**src/rtl/rst_seq_pkg.sv**
```systemverilog
// Purpose: shared types and helpers for the reset sequencer.
//   state_e  : sequencer FSM states
//   max_int  : constant-evaluable maximum, used for timer sizing
package rst_seq_pkg;

  typedef enum logic [1:0] {
    BOOT = 2'd0,
    RUN  = 2'd1,
    HOLD = 2'd2
  } state_e;

  function automatic int max_int(input int a, input int b);
    return (a > b) ? a : b;
  endfunction

endpackage

```
**src/rtl/rst_seq_ctrl_if.sv**
```systemverilog
// Purpose: request handshake between a requester and the reset sequencer.
//   req_valid  : requester wants a domain re-reset
//   req_ready  : sequencer can accept; transfer on valid & ready at a rising edge
//   req_domain : target domain index (held stable until accepted)
//   done       : 1-cycle pulse when a request completes
//   err        : 1-cycle pulse, together with done, for an out-of-range index
interface rst_seq_ctrl_if #(
  parameter int DomW = 3
);
  logic            req_valid;
  logic            req_ready;
  logic [DomW-1:0] req_domain;
  logic            done;
  logic            err;

  modport master (output req_valid, req_domain, input req_ready, done, err);
  modport slave  (input req_valid, req_domain, output req_ready, done, err);
endinterface

```
**src/rtl/rst_seq_timer.sv**
```systemverilog
// Purpose: loadable down-counter that saturates at zero.
//   clk      : clock
//   rst_n    : synchronous active-low reset (count -> 0)
//   load     : load load_val (has priority over en)
//   load_val : reload value
//   en       : decrement enable
//   cnt      : current count
//   expire   : en asserted while cnt == 1 (the decrementing edge that ends the interval)
module rst_seq_timer #(
  parameter int W = 3
) (
  input  logic         clk,
  input  logic         rst_n,
  input  logic         load,
  input  logic [W-1:0] load_val,
  input  logic         en,
  output logic [W-1:0] cnt,
  output logic         expire
);

  always_ff @(posedge clk) begin
    if (!rst_n) begin
      cnt <= '0;
    end else if (load) begin
      cnt <= load_val;
    end else if (en && (cnt != '0)) begin
      cnt <= cnt - 1'b1;
    end
  end

  assign expire = en && (cnt == W'(1));

endmodule

```
**src/rtl/rst_seq_ctrl.sv**
```systemverilog
// Purpose: releases NumDomains active-low resets one at a time, GapCycles
//   apart, after the root reset deasserts; then services single-domain
//   re-reset requests, holding the domain in reset for HoldCycles cycles.
// Ports:
//   clk_i          : clock (only clock)
//   rst_ni         : root reset, synchronous, active-low
//   rst_no         : per-domain resets, active-low, registered
//   all_released_o : 1 when every rst_no bit is high
//   req            : request handshake (slave side), see rst_seq_ctrl_if
//
// state | meaning
// BOOT  | releasing domains in index order, one per GapCycles
// RUN   | all domains released, ready for a request
// HOLD  | one requested domain held in reset for HoldCycles
module rst_seq_ctrl
  import rst_seq_pkg::*;
#(
  parameter int NumDomains = 4,
  parameter int GapCycles  = 5,
  parameter int HoldCycles = 5
) (
  input  logic                  clk_i,
  input  logic                  rst_ni,
  output logic [NumDomains-1:0] rst_no,
  output logic                  all_released_o,
  rst_seq_ctrl_if.slave         req
);

  localparam int DomW = $clog2(NumDomains) + 1;
  localparam int IdxW = (NumDomains > 1) ? $clog2(NumDomains) : 1;
  localparam int TW   = $clog2(max_int(GapCycles, HoldCycles) + 1);

  localparam logic [IdxW-1:0] LastIdx = IdxW'(NumDomains - 1);
  localparam logic [DomW-1:0] NumDom  = DomW'(NumDomains);
  localparam logic [TW-1:0]   GapV    = TW'(GapCycles);
  localparam logic [TW-1:0]   GapM1   = TW'(GapCycles - 1);
  localparam logic [TW-1:0]   HoldV   = TW'(HoldCycles);

  if (NumDomains < 1 || GapCycles < 1 || HoldCycles < 1) begin : g_param_check
    $error("rst_seq_ctrl: NumDomains, GapCycles and HoldCycles must all be >= 1");
  end

  state_e          state;
  logic [IdxW-1:0] idx;
  logic            ready_q;
  logic            done_q;
  logic            err_q;

  logic            t_load;
  logic [TW-1:0]   t_load_val;
  logic            t_en;
  logic [TW-1:0]   t_cnt;
  logic            t_expire;

  logic            boot_first;
  logic            boot_fire;
  logic            accept;
  logic            in_range;
  logic [IdxW-1:0] dom_idx;

  assign accept   = (state == RUN) && req.req_valid && ready_q;
  assign in_range = req.req_domain < NumDom;
  assign dom_idx  = req.req_domain[IdxW-1:0];

  // The timer is zero only on the first boot edge after root reset; that
  // edge already counts as one gap cycle, hence the GapCycles-1 load.
  assign boot_first = (state == BOOT) && (t_cnt == '0);
  assign boot_fire  = (state == BOOT) && (boot_first ? (GapCycles == 1) : t_expire);

  always_comb begin
    t_load     = 1'b0;
    t_load_val = GapV;
    t_en       = (state == BOOT) || (state == HOLD);
    if (state == BOOT) begin
      if (boot_fire) begin
        t_load = (idx != LastIdx);
      end else if (boot_first) begin
        t_load     = 1'b1;
        t_load_val = GapM1;
      end
    end else if (accept && in_range) begin
      t_load     = 1'b1;
      t_load_val = HoldV;
    end
  end

  rst_seq_timer #(.W(TW)) u_timer (
    .clk      (clk_i),
    .rst_n    (rst_ni),
    .load     (t_load),
    .load_val (t_load_val),
    .en       (t_en),
    .cnt      (t_cnt),
    .expire   (t_expire)
  );

  always_ff @(posedge clk_i) begin
    if (!rst_ni) begin
      state          <= BOOT;
      idx            <= '0;
      rst_no         <= '0;
      all_released_o <= 1'b0;
      ready_q        <= 1'b0;
      done_q         <= 1'b0;
      err_q          <= 1'b0;
    end else begin
      done_q <= 1'b0;
      err_q  <= 1'b0;
      case (state)
        BOOT: begin
          if (boot_fire) begin
            rst_no[idx] <= 1'b1;
            if (idx == LastIdx) begin
              state          <= RUN;
              all_released_o <= 1'b1;
              ready_q        <= 1'b1;
            end else begin
              idx <= idx + 1'b1;
            end
          end
        end
        RUN: begin
          if (accept) begin
            if (in_range) begin
              rst_no[dom_idx] <= 1'b0;
              idx             <= dom_idx;
              all_released_o  <= 1'b0;
              ready_q         <= 1'b0;
              state           <= HOLD;
            end else begin
              done_q <= 1'b1;
              err_q  <= 1'b1;
            end
          end
        end
        HOLD: begin
          if (t_expire) begin
            rst_no[idx]    <= 1'b1;
            all_released_o <= 1'b1;
            done_q         <= 1'b1;
            ready_q        <= 1'b1;
            state          <= RUN;
          end
        end
        default: state <= BOOT;
      endcase
    end
  end

  assign req.req_ready = ready_q;
  assign req.done      = done_q;
  assign req.err       = err_q;

endmodule

```
**src/flat_wrapper.sv**
```systemverilog
// flat-port wrapper written by rule: the top's interface ports become plain ports
module rst_seq_ctrl_flat import rst_seq_pkg::*;
#(
  parameter int NumDomains = 4,
  parameter int GapCycles  = 5,
  parameter int HoldCycles = 5
)
  (clk_i, rst_ni, rst_no, all_released_o, req_req_valid, req_req_domain, req_req_ready, req_done, req_err);
  rst_seq_ctrl_if #(.DomW(3)) req_i ();
  input  logic clk_i;
  input  logic rst_ni;
  output logic [NumDomains-1:0] rst_no;
  output logic all_released_o;
  input wire logic [$bits(req_i.req_valid)-1:0] req_req_valid;
  input wire logic [$bits(req_i.req_domain)-1:0] req_req_domain;
  output wire logic [$bits(req_i.req_ready)-1:0] req_req_ready;
  output wire logic [$bits(req_i.done)-1:0] req_done;
  output wire logic [$bits(req_i.err)-1:0] req_err;
  assign req_i.req_valid = req_req_valid;
  assign req_i.req_domain = req_req_domain;
  assign req_req_ready = req_i.req_ready;
  assign req_done = req_i.done;
  assign req_err = req_i.err;
  rst_seq_ctrl #(.NumDomains(NumDomains), .GapCycles(GapCycles), .HoldCycles(HoldCycles)) u_core (.clk_i(clk_i), .rst_ni(rst_ni), .rst_no(rst_no), .all_released_o(all_released_o), .req(req_i));
endmodule
```
**config.mk**
```make
export PLATFORM = sky130hd
export DESIGN_NAME = rst_seq_ctrl_flat
export DESIGN_NICKNAME = d
export VERILOG_FILES = /design/src/rtl/rst_seq_pkg.sv /design/src/rtl/rst_seq_ctrl_if.sv /design/src/rtl/rst_seq_timer.sv /design/src/rtl/rst_seq_ctrl.sv /design/src/flat_wrapper.sv
export SDC_FILE = /design/constraint.sdc
export NUM_CORES = 1
export LEC_CHECK = 0
export ABC_AREA = 1
export CAP_MARGIN = 20
export CORE_ASPECT_RATIO = 1.2
export CORE_MARGIN = 2
export CORE_UTILIZATION = 45
export DETAILED_ROUTE_END_ITERATION = 8
export PLACE_DENSITY = 0.67
export SETUP_SLACK_MARGIN = 0.2
export SYNTH_ARGS = -nofsm -noshare
export SYNTH_HDL_FRONTEND = slang
export SYNTH_HIERARCHICAL = 1
export SYNTH_SLANG_ARGS = --single-unit
```
**constraint.sdc**
```tcl
create_clock -name clk_i -period 4.3 [get_ports clk_i]
set_clock_uncertainty 0.15 [all_clocks]
set_input_delay 0.43 -clock clk_i [delete_from_list [all_inputs] [get_ports clk_i]]
set_output_delay 0.43 -clock clk_i [all_outputs]
set_load 0.01 [all_outputs]
```
## After elaboration in Yosys (flattened, before gate mapping)

Index checks and enable logic that the tools add are counted.

| word-level totals | value |
|---|---|
| latch bits | 0 |
| output and inout port bits | 8 |
| register bits | 14 |
| bits in read-only memories | 0 |
| input bits | 6 |
| bits in writable memories | 0 |
| memories kept | 0 |

| operators by class | value |
|---|---|
| shift operators | 0 |
| reduce and logical (&&, ||, !) cells | 21 |
| equal/unequal tests | 11 |
| multiply operators | 0 |
| divide/modulo/power cells | 0 |
| add/sub/neg operators | 2 |
| mux-type cells | 40 |
| $lt $le $gt $ge | 5 |
| bitwise logic cells | 3 |

Operators with widths:

| cell | number |
|---|---|
| $mux W2 | 9 |
| $mux W1 | 16 |
| $mux W4 | 4 |
| $reduce_and A5 Y1 | 3 |
| $mux W3 | 4 |
| $pmux W4 S3 | 1 |
| $logic_and A1 B1 Y1 | 9 |
| $ne A2 B1 Y1 const B | 4 |
| $lt A2 B3 Y1 const B | 2 |
| $ne A2 B2 Y1 const B | 3 |
| $pmux W2 S3 | 1 |
| $reduce_and A6 Y1 | 1 |
| $reduce_bool A3 Y1 | 2 |
| $and A4 B4 Y4 | 1 |
| $demux W1 S2 | 2 |
| $eq A2 B2 Y1 const B | 2 |
| $ge A2 B1 Y1 const B | 2 |
| $not A4 Y4 | 1 |
| $or A4 B4 Y4 | 1 |
| $pmux W2 S2 | 1 |
| $reduce_bool A2 Y1 | 2 |
| $eq A3 B1 Y1 const B | 1 |
| $logic_not A3 Y1 | 1 |
| $lt A3 B3 Y1 const B | 1 |
| 8 further kinds | 8 |

## Logic depth before layout (Yosys ltp)

| depth | value |
|---|---|
| word-level depth | 9 |
| gate-level depth with buffers | 13 |

## Hierarchy

Netlist, hierarchy kept.

Modules (own cells, without submodules):

| module | times used | cells an instance | area each (µm²) |
|---|---|---|---|
| rst_seq_ctrl | 1 | 125 | 838.3 |
| rst_seq_timer | 1 | 36 | 217.7 |

## Worst setup path before layout

No wires, ideal clock.

| timing path | value |
|---|---|
| path type | flip-flop to flip-flop |
| start | register u_core.state[0] |
| end | register u_core.u_timer.cnt[1] |
| arrival time | 1.903 ns |
| path buffers | 0 |
| cell stages (with the launch flop) | 11 |
| setup slack | 2.135 ns |
| library setup time | 0.112 ns |
| period minus slack after synthesis | 2.165 ns |
| cells stage by stage | dfxtp_1 inv_1 ha_1 inv_2 nand2_1 o311ai_0 inv_2 nand2_1 inv_1 nor2_1 nor2_1 |

| between the ends | value |
|---|---|
| cells in the longest elaborated chain, start to end | 8 |

Ends and longest elaborated chain:

| element | line | source |
|---|---|---|
| start, declared | rst_seq_ctrl.sv:43 | `state_e state;` |
| start signal, assigned | rst_seq_ctrl.sv:99 | `state <= BOOT;` |
| start signal, assigned | rst_seq_ctrl.sv:114 | `state <= RUN;` |
| start signal, assigned | rst_seq_ctrl.sv:129 | `state <= HOLD;` |
| $eq A2 B2 Y1 or $logic_not A2 Y1 (tied branches) | rst_seq_ctrl.sv:73, rst_seq_ctrl.sv:67, rst_seq_ctrl.sv:68 |  |
| $logic_or A1 B1 Y1 | rst_seq_ctrl.sv:73 | `t_en = (state == BOOT) \|\| (state == HOLD);` |
| $logic_and A1 B1 Y1 | rst_seq_timer.sv:31 | `assign expire = en && (cnt == W'(1));` |
| $mux W1 | rst_seq_ctrl.sv:68 | `assign boot_fire = (state == BOOT) && (boot_first ? (GapCycles == 1) : t_expire);` |
| $logic_and A1 B1 Y1 | rst_seq_ctrl.sv:68 |  |
| $mux W1 | rst_seq_ctrl.sv:75 | `if (boot_fire) begin` |
| $mux W1 * | rst_seq_ctrl.sv:74 | `if (state == BOOT) begin` |
| net u_core.t_load | rst_seq_ctrl.sv:49 | `logic t_load;` |
| $mux W3 or $reduce_bool A2 Y1 (tied branches) | -- |  |
| end signal, assigned | rst_seq_timer.sv:25 | `cnt <= load_val;` |
| end signal, assigned | rst_seq_timer.sv:27 | `cnt <= cnt - 1'b1;` |
| end, declared | rst_seq_timer.sv:17 | `output logic [W-1:0] cnt,` |

Mark *: on every way through the listed nets, which the timed path passes. The rest lies on a longest branch.
A chain may end at the register's enable or synchronous reset.

## Worst setup path in the final report

| timing path | value |
|---|---|
| start | register u_core.state[0] |
| end | register u_core.u_timer.cnt[1] |

| between the ends | value |
|---|---|
| cells in the longest elaborated chain, start to end | 8 |

Ends and longest elaborated chain:

| element | line | source |
|---|---|---|
| $eq A2 B2 Y1 or $logic_not A2 Y1 (tied branches) | rst_seq_ctrl.sv:73 |  |
| $logic_or A1 B1 Y1 * | rst_seq_ctrl.sv:73 |  |
| net u_core.t_en | rst_seq_ctrl.sv:51 | `logic t_en;` |
| $logic_and A1 B1 Y1 * | rst_seq_timer.sv:31 |  |
| net u_core.t_expire | rst_seq_ctrl.sv:53 | `logic t_expire;` |
| $mux W1 * | rst_seq_ctrl.sv:68 |  |
| $logic_and A1 B1 Y1 * | rst_seq_ctrl.sv:68 |  |
| $mux W1 * | rst_seq_ctrl.sv:75 |  |
| $mux W1 * | rst_seq_ctrl.sv:74 |  |
| net u_core.t_load | rst_seq_ctrl.sv:49 |  |
| $mux W3 or $reduce_bool A2 Y1 (tied branches) | -- |  |

Marks and branches as above.

==> results.yml <==
clocking:
  postCtsHoldBufs: 0
  cts_tree: "yes"
  cts-root-buf: "clkbuf_4"
  cts_buffer_depth: 2
  post_cts_buffers: 0
  numCtsBuffers: 3
  cts-htree-levels: 1
  insertion_delay_ns: 0.28
  path_clk_slew_ns: 0.10
  cts_resized: 0
  cts.sinks: 14
logic_synthesis:
  synth_xor_area_share_pct: 0
  synth-compound-area-share_pct: 9.242
  synth_top_family_by_area: "simple AND/OR/NAND/NOR gates"
  synth_fa_ha_area_share_pct: 15.40
  seq_area_frac_synth_pct: 26.54
  synthSimpleGateAreaFrac_pct: 36.85
  yosys_warnings: 6
  ys_ff_latch: 14
  synthesis.nets: 180
  yosysUniqueCellTypes: 25
  muxShareOfSynthArea_pct: 0.9479
  syn_area_um2: 1056
  synthCells: 161
  synth_area_per_cell_um2: 6.559
floorplan:
  num_io_pins: 14
  core_area_um2: 2258
  die_h_um: 57.07
  rows: 19
  start_util_pct: 46.76
  dieArea_um2: 2752
  die_w_um: 48.22
route:
  drc: 0
  viasPerCell: 4.817
  wirelength_um: 2203
  ant_nets: 0
  wire_per_inst_um: 10.59
  first_pass_iters: 4
  via_count: 1002
  drt_iter0_drc: 16
critical_path:
  crit_slowest_cell: "dfxtp_1"
  crit_top_cell: "nor2_1"
  crit_fanout: 6
  crit_path_cell_trace: "inv_1, ha_1, or2_2, nand2_1, nor2_1, nand3_1, o311ai_0, clkbuf_2, inv_2, nand2_1, inv_1, nor2_1, nor2_1"
  worstPathArrival_ns: 2.34
  start_kind: "register"
  crit_path_end_kind: "register"
  critPathRequiredTime_ns: 4.37
  slowest_delay_ns: 0.44
  path_class: "register to register"
place:
  gp_congestion: 0.8036
  io_buffers: 13
  hpwlAfterDp_um: 1764
  dpl_cell_area_um2: 1206
timing:
  holdWs_ns: 0.3564
  min_period_over_period_pct: 52.77
  fin_tns_setup_ns: 0
  hold_violations: 0
  clock.fmax_ghz: 0.4407
  setup_viol: 0
  drv_slew: 0
  min_period_ns: 2.269
  grt_setup_unrepaired: "false"
cells_and_area:
  layout-drive-gt1-share_pct: 11.30
  final_util_pct: 55.24
  final_common_cell: "nand2_1"
  areaGrowthSynthToFinish_pct: 18.13
  antenna_cells: 0
  layout.cells.most_common_list: "nand2_1, inv_1, nor2_1"
  final_area_um2: 1247
  final_nets: 197
power_and_ir_drop:
  p_per_area_nw_per_um2: 477.6
  total_power_w: 0.0005958
  vdd_ir_drop_max_uv: 309.5
  power.leakage_nw: 0.5761
global_routing:
  grt_pass1_wl_um: 3581
  antenna_found_initial: 0
  track_usage_pct: 18.28
  grt_pass1_vias: 908
  grt_max_degree: 14
  overflow: 0
run:
  maxCapViolCount: 0
min_path:
  hp-class: "register to register"
outcome:
  status: "complete, no violations"
==> power by group <==
group          total (W)  switching, W  internal, W
combinational   0.000315      0.000193     0.000122
clock          0.0000973     0.0000458    0.0000515
sequential      0.000184     0.0000270     0.000157
==> Yosys cell counts <==
master	number	area [µm²]
or2_2	1	6.260
conb_1	2	7.510
inv_2	4	15.01
nand4_1	1	6.260
nand2_2	3	18.77
dfxtp_1	14	280.3
a21oi_2	1	8.760
ha_1	13	162.7
nor2_1	20	75.07
a31oi_1	1	6.260
mux2i_1	1	10.01
o21ai_2	1	8.760
o21ai_0	8	40.04
nor3_1	3	15.01
buf_4	1	7.510
a21oi_1	5	25.02
inv_1	20	75.07
buf_6	1	11.26
nand2_1	41	153.9
nand3b_1	1	7.510
nor2_2	3	18.77
nand3_1	13	65.06
nor2_4	1	11.26
o311ai_0	1	8.760
nand2_4	1	11.26
==> cell families (layout without fill, tap and decap cells) <==
kind of cell	Yosys count	after routing
fa+ha+maj	13	13
compound gates	17	17
other cells	2	2
simple gates	88	88
flops	14	14
buf+inv	26	42
mux	1	1
==> worst max-delay path: cells and delay by family, from the launching register on <==
| family | cells | cell delay (ns) |
|---|---|---|
| AO/OA/AOI/OAI | 1 | 0.13 |
| buffers and inverters | 4 | 0.45 |
| adder cells (fa/ha/maj) | 1 | 0.26 |
| flip-flops | 1 | 0.44 |
| AND/OR/NAND/NOR | 7 | 0.77 |
==> worst paths after layout <==
kind         slack [ns]                          start  depth (start not counted)                                 end
max                2.03   u_core/state[0]$_SDFFE_PN0P_                         13  u_core/u_timer/cnt[1]$_SDFFE_PN0P_
max reg2reg        2.03   u_core/state[0]$_SDFFE_PN0P_                         13  u_core/u_timer/cnt[1]$_SDFFE_PN0P_
min                0.36  u_core/rst_no[1]$_SDFFE_PN0P_                          2       u_core/rst_no[1]$_SDFFE_PN0P_
min reg2reg        0.36  u_core/rst_no[1]$_SDFFE_PN0P_                          2       u_core/rst_no[1]$_SDFFE_PN0P_
==> layout make-up <==
class / count / area [µm²]
Timing Repair Buffer: 14 / 135.1
Tap cell: 31 / 38.79
Inverter: 24 / 90.09
Fill cell: 220 / 1011
Clock buffer: 4 / 36.28
Sequential cell: 14 / 280.3
Multi-Input combinational cell: 121 / 666.9
==> metrics by stage <==
step	setup slack (ns)	cells
after global routing	1.798	208
after detailed placement	1.732	203
after global placement	1.791	203
final	2.031	208
after CTS	1.698	207
after floorplan	2.135	161
==> sequential cells by signal (all words and copies together), names as in the netlist <==
signal                count
u_core/rst_no             4
u_core/u_timer/cnt        3
u_core/idx                2
u_core/state              2
u_core/req.req_ready      1
u_core/req.err            1
u_core/req.done           1
==> layer usage <==
| metal | part of all wire [%] | up-vias | GRT usage, % |
|---|---|---|---|
| met5 | 0 | - | 0 |
| met3 | 2.8 | 2 | 3.797 |
| li1 | - | 532 | - |
| met1 | 43 | 452 | 19.96 |
| met4 | 0.73 | 0 | 6.950 |
| met2 | 53 | 16 | 32.33 |
Note: power is estimated with default switching activity, not from simulation.
